<file path="config.mk">
export PLATFORM = sky130hd
export DESIGN_NAME = seq_divider
export DESIGN_NICKNAME = d
export VERILOG_FILES = /design/src/rtl/seq_divider_pkg.sv /design/src/rtl/seq_divider_step.sv /design/src/rtl/seq_divider.sv
export SDC_FILE = /design/constraint.sdc
export NUM_CORES = 1
export LEC_CHECK = 0
export CORE_ASPECT_RATIO = 1.5
export CORE_MARGIN = 3
export CORE_UTILIZATION = 51
export CTS_BUF_LIST = sky130_fd_sc_hd__clkbuf_16
export DETAILED_ROUTE_END_ITERATION = 16
export PLACE_DENSITY = 0.76
export SLEW_MARGIN = 20
export SYNTH_ARGS = -nofsm -noshare
export SYNTH_HDL_FRONTEND = slang
export SYNTH_SLANG_ARGS = --single-unit
</file>
<file path="constraint.sdc">
create_clock -name clk -period 3.02 [get_ports clk]
set_input_delay 0.755 -clock clk [delete_from_list [all_inputs] [get_ports clk]]
set_output_delay 0.755 -clock clk [all_outputs]
set_load 0.01 [all_outputs]
</file>
<file path="src/rtl/seq_divider_pkg.sv">
// Shared types and helpers for the iterative restoring divider.
// The divider's state encoding and its step-counter width live here so that
// the top level and any future siblings agree on them.
package seq_divider_pkg;

   // Top-level controller states
   typedef enum logic [1:0] {
      IDLE = 2'd0,
      CALC = 2'd1,
      DONE = 2'd2
   } div_state_t;

   // Width of the step counter for a given operand width.
   // The counter runs 0..width-1, so $clog2(width) bits suffice.
   // The result is kept at least 1 so the counter never collapses to zero bits.
   function automatic int div_cnt_width(input int width);
      int w;
      w = $clog2(width);
      return (w < 1) ? 1 : w;
   endfunction

endpackage

</file>
<file path="src/rtl/seq_divider_step.sv">
// div_step: one combinational restoring-division step.
// Shifts {partial remainder, working quotient} left by one, trial-subtracts
// the divisor at WIDTH+1 bits, and keeps the difference only when it is
// non-negative. The freed quotient LSB receives the new quotient bit.
module div_step #(
   parameter int WIDTH = 8
) (
   input  logic [WIDTH-1:0] prem,
   input  logic [WIDTH-1:0] wquo,
   input  logic [WIDTH-1:0] divisor,
   output logic [WIDTH-1:0] prem_next,
   output logic [WIDTH-1:0] wquo_next
);

   logic [WIDTH:0]   shifted;
   logic [WIDTH+1:0] trial;
   logic             borrow;
   logic             unused_trial_msb;

   // Shift, trial subtract, then restore on borrow
   always_comb begin
      shifted = {prem, wquo[WIDTH-1]};
      // One extra guard bit so the borrow shows up as the sign of the result
      trial   = {1'b0, shifted} - {2'b00, divisor};
      borrow  = trial[WIDTH+1];
      if (borrow) begin
         prem_next = shifted[WIDTH-1:0];
      end else begin
         prem_next = trial[WIDTH-1:0];
      end
      wquo_next = {wquo[WIDTH-2:0], ~borrow};
   end

   // When no borrow occurs the difference is below the divisor, so this bit is always 0
   assign unused_trial_msb = trial[WIDTH];

endmodule

</file>
<file path="src/rtl/seq_divider.sv">
// seq_divider: iterative restoring divider, one quotient bit per clock,
// behind valid/ready input and output handshakes.
// Optional build macro: SEQ_DIVIDER_SIGNED_EN selects two's-complement
// operands/results (magnitude division plus sign fix-up on DONE entry).
module seq_divider
   import seq_divider_pkg::*;
#(
   parameter int WIDTH = 8
) (
   input  logic             clk,
   input  logic             rst,
   input  logic             in_valid,
   output logic             in_ready,
   input  logic [WIDTH-1:0] dividend,
   input  logic [WIDTH-1:0] divisor,
   output logic             out_valid,
   input  logic             out_ready,
   output logic [WIDTH-1:0] quotient,
   output logic [WIDTH-1:0] remainder,
   output logic             div_by_zero
);

   localparam int CW = div_cnt_width(WIDTH);
   localparam logic [CW-1:0] LAST_STEP = CW'(WIDTH - 1);

   div_state_t       state_reg, state_next;
   logic [CW-1:0]    cnt_reg, cnt_next;
   logic [WIDTH-1:0] prem_reg, prem_next;
   logic [WIDTH-1:0] wquo_reg, wquo_next;
   logic [WIDTH-1:0] dvsr_reg, dvsr_next;
   logic [WIDTH-1:0] quotient_reg, quotient_next;
   logic [WIDTH-1:0] remainder_reg, remainder_next;
   logic             dbz_reg, dbz_next;
   logic [WIDTH-1:0] step_prem, step_wquo;
   logic [WIDTH-1:0] dividend_mag, divisor_mag;
   logic [WIDTH-1:0] quotient_fix, remainder_fix;

`ifdef SEQ_DIVIDER_SIGNED_EN
   logic neg_q_reg, neg_q_next;
   logic neg_r_reg, neg_r_next;

   function automatic logic [WIDTH-1:0] negate(input logic [WIDTH-1:0] v);
      return ~v + WIDTH'(1);
   endfunction

   // Magnitudes of the operands; -2^(WIDTH-1) maps onto itself, which is
   // still the correct magnitude when read as unsigned
   always_comb begin
      dividend_mag  = dividend[WIDTH-1] ? negate(dividend) : dividend;
      divisor_mag   = divisor[WIDTH-1]  ? negate(divisor)  : divisor;
      quotient_fix  = neg_q_reg ? negate(step_wquo) : step_wquo;
      remainder_fix = neg_r_reg ? negate(step_prem) : step_prem;
   end

   // Result signs, captured on acceptance
   always_ff @(posedge clk or posedge rst) begin
      if (rst) begin
         neg_q_reg <= 1'b0;
         neg_r_reg <= 1'b0;
      end else begin
         neg_q_reg <= neg_q_next;
         neg_r_reg <= neg_r_next;
      end
   end
`else
   // Unsigned build: operands and results pass straight through
   always_comb begin
      dividend_mag  = dividend;
      divisor_mag   = divisor;
      quotient_fix  = step_wquo;
      remainder_fix = step_prem;
   end
`endif

   div_step #(
      .WIDTH(WIDTH)
   ) u_step (
      .prem      (prem_reg),
      .wquo      (wquo_reg),
      .divisor   (dvsr_reg),
      .prem_next (step_prem),
      .wquo_next (step_wquo)
   );

   // State, counter, working and result registers
   always_ff @(posedge clk or posedge rst) begin
      if (rst) begin
         state_reg     <= IDLE;
         cnt_reg       <= '0;
         prem_reg      <= '0;
         wquo_reg      <= '0;
         dvsr_reg      <= '0;
         quotient_reg  <= '0;
         remainder_reg <= '0;
         dbz_reg       <= 1'b0;
      end else begin
         state_reg     <= state_next;
         cnt_reg       <= cnt_next;
         prem_reg      <= prem_next;
         wquo_reg      <= wquo_next;
         dvsr_reg      <= dvsr_next;
         quotient_reg  <= quotient_next;
         remainder_reg <= remainder_next;
         dbz_reg       <= dbz_next;
      end
   end

   // Next-state and datapath updates; results load only on DONE entry
   always_comb begin
      state_next     = state_reg;
      cnt_next       = cnt_reg;
      prem_next      = prem_reg;
      wquo_next      = wquo_reg;
      dvsr_next      = dvsr_reg;
      quotient_next  = quotient_reg;
      remainder_next = remainder_reg;
      dbz_next       = dbz_reg;
`ifdef SEQ_DIVIDER_SIGNED_EN
      neg_q_next     = neg_q_reg;
      neg_r_next     = neg_r_reg;
`endif
      case (state_reg)
         IDLE: begin
            if (in_valid) begin
               if (divisor == '0) begin
                  // No iterations needed; the result is fixed by definition
                  state_next     = DONE;
                  quotient_next  = '1;
                  remainder_next = dividend;
                  dbz_next       = 1'b1;
               end else begin
                  state_next = CALC;
                  cnt_next   = '0;
                  prem_next  = '0;
                  wquo_next  = dividend_mag;
                  dvsr_next  = divisor_mag;
`ifdef SEQ_DIVIDER_SIGNED_EN
                  neg_q_next = dividend[WIDTH-1] ^ divisor[WIDTH-1];
                  neg_r_next = dividend[WIDTH-1];
`endif
               end
            end
         end
         CALC: begin
            prem_next = step_prem;
            wquo_next = step_wquo;
            cnt_next  = cnt_reg + CW'(1);
            if (cnt_reg == LAST_STEP) begin
               // Final step result goes straight into the output registers
               state_next     = DONE;
               quotient_next  = quotient_fix;
               remainder_next = remainder_fix;
               dbz_next       = 1'b0;
            end
         end
         DONE: begin
            if (out_ready) begin
               state_next = IDLE;
            end
         end
         default: begin
            state_next = IDLE;
         end
      endcase
   end

   assign in_ready    = (state_reg == IDLE);
   assign out_valid   = (state_reg == DONE);
   assign quotient    = quotient_reg;
   assign remainder   = remainder_reg;
   assign div_by_zero = dbz_reg;

endmodule

</file>
## Word level (Yosys, flattened, before mapping)

Cells that the tools add are included.

- Register bits after elaboration: 46
- Input bits: 20
- Output and inout port bits: 19
- Word-level logic and storage cells: 54

- $add $sub $neg: 2
- Equal/unequal tests: 8
- Multiplexer cells: 27
- Bitwise gates (word level): 2
- Reductions and logical operators: 7

Operators with widths:

| operator | count |
|---|---|
| 8-bit 2-to-1 mux | 11 |
| 8-bit case mux with 2 select lines | 4 |
| 9-bit by 8-bit subtractor with 10-bit output | 1 |
| 3-bit AND reduction | 3 |
| 8-bit logical NOT | 1 |
| 2-bit 2-to-1 mux | 4 |
| 3-bit 2-to-1 mux | 2 |
| 2-bit inequality test, second input constant | 3 |
| 2-bit case mux with 3 select lines | 1 |
| 3-bit case mux with 2 select lines | 1 |
| 2-bit by 1-bit inequality test with 1-bit output, second input constant | 2 |
| 4-bit AND reduction | 1 |
| 3-bit by 1-bit adder with 3-bit output, second input constant | 1 |
| 3-bit equality test, second input constant | 1 |
| 1-bit 2-to-1 mux | 3 |
| 2-bit by 1-bit equality test with 1-bit output, second input constant | 1 |
| 2-bit equality test, second input constant | 1 |
| 2-bit logical NOT | 1 |
| 1-bit NOT | 2 |
| 1-bit case mux with 2 select lines | 1 |
| 2-bit nonzero test | 1 |

## Logic depth before layout (Yosys ltp)

- Depth in word-level cells: 4
- Gate-level depth with buffers: 9
- Mapped depth without buffers: 8

## Hierarchy

From an unflattened synthesis, not the netlist that was laid out.

- Cells, all modules: 210
- Area total of the unflattened synthesis: 2507.4 sq um

By module, submodules not included:

| module | instances | cells an instance | area each (sq um) | seq. area each (sq um) |
|---|---|---|---|---|
| seq_divider | 1 | 143 | 1958.1 | 1151.1 |
| div_step | 1 | 67 | 549.3 | 0.0 |

## Worst setup path after synthesis

No wires, ideal clock.

- Kind: input -> register
- From: input divisor[0]
- To: register state_reg[0]
- Setup time: 0.129 ns
- Data arrival time: 2.038 ns
- Slack: 0.853 ns
- Stages on the path: 6
- Buffers on the path: 2
- Cells stage by stage: nor4_1 > a21oi_2 > and3b_1 > clkbuf_1 > buf_2 > o21bai_1

- Word-level cells in the longest chain between the ends: 4

RTL lines:

| what | RTL line | text |
|---|---|---|
| from (decl) | seq_divider.sv:15 | `input logic [WIDTH-1:0] divisor,` |
| 8-bit logical NOT | seq_divider.sv:125 | `if (divisor == '0) begin` |
| 2-bit 2-to-1 mux | seq_divider.sv:125 |  |
| 2-bit 2-to-1 mux | seq_divider.sv:124 | `if (in_valid) begin` |
| 2-bit case mux with 3 select lines | seq_divider.sv:122 | `case (state_reg)` |
| to (signal assigned) | seq_divider.sv:97 | `state_reg <= state_next;` |
| to (decl) | seq_divider.sv:26 | `div_state_t state_reg, state_next;` |

No other way between the ends. The select of a mux whose other input is x is not followed.
A chain may end at the register's enable or synchronous reset.

## Worst setup path in the final report

- From: register prem_reg[5]
- To: register remainder_reg[1] (netlist: remainder[1])

- Word-level cells in the longest chain between the ends: 4

RTL lines:

| what | RTL line | text |
|---|---|---|
| from (decl) | seq_divider.sv:28 | `logic [WIDTH-1:0] prem_reg, prem_next;` |
| from (signal assigned) | seq_divider.sv:99 | `prem_reg <= prem_next;` |
| 9-bit by 8-bit subtractor with 10-bit output | seq_divider_step.sv:24 | `trial = {1'b0, shifted} - {2'b00, divisor};` |
| 8-bit 2-to-1 mux | seq_divider_step.sv:26 | `if (borrow) begin` |
| 8-bit 2-to-1 mux | seq_divider.sv:148 | `if (cnt_reg == LAST_STEP) begin` |
| 8-bit case mux with 2 select lines | seq_divider.sv:122 |  |
| to (signal assigned) | seq_divider.sv:103 | `remainder_reg <= remainder_next;` |
| to (decl) | seq_divider.sv:32 | `logic [WIDTH-1:0] remainder_reg, remainder_next;` |

No other way between the ends. The select of a mux whose other input is x is not followed.

==> impl_metrics.toml <==
[sta]
fin_skew_ps = 4.387
slew_headroom_pct = 45.29
timing.setup.tns_ps = 0
min_period_over_period_pct = 81.88
rsz0062_at_grt = "no"
fmax_ghz = 0.4044
tightest_slew_ps = 820.6
finalHoldViolCount = 0
min_period_ps = 2473
setup_violations = 0
drv_slew = 0

[floorplan]
start_util_pct = 53.90
io-pin-count = 39
row_count = 30
fp.coreArea_mm2 = 0.004617
die_y_um = 91.56
dieArea_mm2 = 0.005771
die_w_um = 63.04

[logic_synthesis]
syn_avg_cell_area_um2 = 9.286
synth_edf_count = 0
async_flop_share_pct = 100.0
synth_cell_types = 53
synth_area_mm2 = 0.002489
synthFlopType = "dfrtp_1"
yosys.area.top_type = "dfrtp_1"
synth_warnings = 0
seq_area_frac_synth_pct = 46.25
synth.net_count = 299
postSynthCellCount = 268
synthMostInstantiatedCell = "dfrtp_1"
yosys-top-cells-count = "dfrtp_1 (46), nand2_1 (35), nor2_1 (31)"
synth-seq-cells = 46
synth.top_cell.area_share_pct = 46.25
ys_top_cells_by_area = "dfrtp_1 (46%), nand2_1 (5.3%), ha_1 (5.0%), nor2_1 (4.7%), o21ai_0 (4.0%)"

[place]
dpl.hpwl_um = 4363
place_inst = 362
finalWeightedCongestion = 0.8461
dpl-instance-area_mm2 = 0.002927
port_buffers = 38

[grt]
grt_first_pass_wirelength_um = 9811
grt_usage_pct = 21.58
grt_pass1_vias = 2106
antenna_found_initial = 0
grt_remaining_overflow = 0
grt_max_degree = 47

[routing]
first_iter_violations = 103
wl_met1_um = 2443
dr_wl_met3_um = 149
dr.pass1.iters = 4
num_vias = 2089
drtAntennaViolNets = 0
drt-total-wl_um = 5881
vias_per_cell = 5.661
top_layer = "met4"
wl_per_cell_um = 15.94
wl_met2_um = 3187
remaining_drc_errors = 0

[worst_setup_path]
crit_buf_inv = 0
cp-end-kind = "register"
worstPathCellList = "ha_1, a21o_1, a221oi_1, and2_1, nor3_1, o32a_1"
cp.required_ps = 3190
startpoint_type = "register"
critPathArrivalTime_ps = 2640
worstSetupPathType = "register to register"
worst-path-max-fanout = 12
slowest_stage = "and2_1"
cp_top_family = "compound AO/OA/AOI/OAI gates"
max_stage_delay_ps = 460

[clock_network]
clockRootBuffer = "clkbuf_16"
cts.sinks = 46
cts_hold_buf = 0
insertion_delay_ps = 280
clockBufferDepth = 2
cts_setup_buffers = 0
clk_pin_slew_ps = 60
h-tree-depth = 2
cts_resized = 0
cts_buffers = 5
tritoncts = "done"

[pwr]
p_int_mw = 2.278
seq_power_share_pct = 29.2
power.share.combinational_pct = 55.4
power_mw = 3.903
peakVddDrop_uv = 682.4
p_sw_share_pct = 41.64
clkPwrFrac_pct = 15.3
power_switching_mw = 1.625
p_per_area_mw_per_mm2 = 1265
p_leak_nw = 1.396

[worst_hold_path]
hold_class = "register to register"

[finish]
fin_cells = 369
final_nets = 336
drive_gt1_share_pct = 7.869
fillers = 379
final_util_pct = 66.83
seqCellArea_mm2 = 0.001151
final_area_mm2 = 0.003085
multi_input_area_mm2 = 0.001210
area_delta_synth_final_pct = 23.98
antenna_cells = 0

[outcome]
status = "completed"

[flow_run]
cap_violations = 0
==> power groups by stage <==
stage / Clock (mW) / Combinational, mW / Sequential [mW]
floorplan: 0 / 1.50 / 1.12
global placement: 0 / 2.07 / 1.14
detailed placement: 0 / 2.13 / 1.15
CTS: 0.607 / 2.16 / 1.14
global route: 0.628 / 2.41 / 1.18
finish: 0.598 / 2.16 / 1.14
==> path summary, 6_finish.rpt <==
check	from	endpoint	slack, ps	depth (start not counted)
min in group asynchronous	rst	quotient[6]	940	3
worst min register to register	cnt_reg[0]	cnt_reg[0]	480	1
worst max-delay path	prem_reg[5]	remainder[1]	550	6
worst min-delay path	cnt_reg[0]	cnt_reg[0]	480	1
max in group asynchronous	rst	dvsr_reg[3]	1680	3
worst max register to register	prem_reg[5]	remainder[1]	550	6
==> cells in the final DEF (no fill, tap or decap), drive strengths merged, types with 6 or more instances in the layout <==
master	count
nand2	35
nor2	31
nand3	7
o21ai	20
a31oi	8
buf	7
dfrtp	46
a21o	6
a21oi	10
inv	14
ha	10
clkdlybuf4s50	38
==> stage by stage <==
step | hold WS [ps] | setup slack, ps
floorplan | 446.1 | 852.8
global placement | 461.7 | 372.3
detailed placement | 481.0 | 271.3
CTS | 490.8 | 548.2
global route | 522.8 | 346.1
finish | 484.6 | 547.4
==> final cells by class <==
cell class,count,share of cell area [%]
clock inverter,2,1.095
clock buffer,5,4.055
timing repair buffer,45,14.03
multi-input combinational,193,39.21
tap,64,2.595
sequential,46,37.31
inverter,14,1.703
==> per-layer routing <==
layer	global-route usage (%)	vias to the layer above
met5	0	-
met4	6.446	0
met3	3.589	8
met2	39.12	36
met1	25.68	1027
li1	-	1018
==> worst reg2reg max path, delay by kind of cell (launching register included) <==
family	cells	cell delay [ps]
AND/OR/NAND/NOR	2	600
flip-flops	1	400
AO/OA/AOI/OAI	3	980
adder cells (fa/ha/maj)	1	380
==> kinds of logic (layout without fill, tap and decap cells) <==
family,Yosys count,after routing,synth area share (%)
AOI/OAI and AO/OA,75,75,21.42
buffers and inverters,29,66,5.129
and+or+nand+nor,101,101,19.01
adders and majority gates,11,11,5.832
muxes,4,4,1.659
DFF,46,46,46.25
xor gates and xnor gates,2,2,0.7040
(Power assumes the default switching activity.)
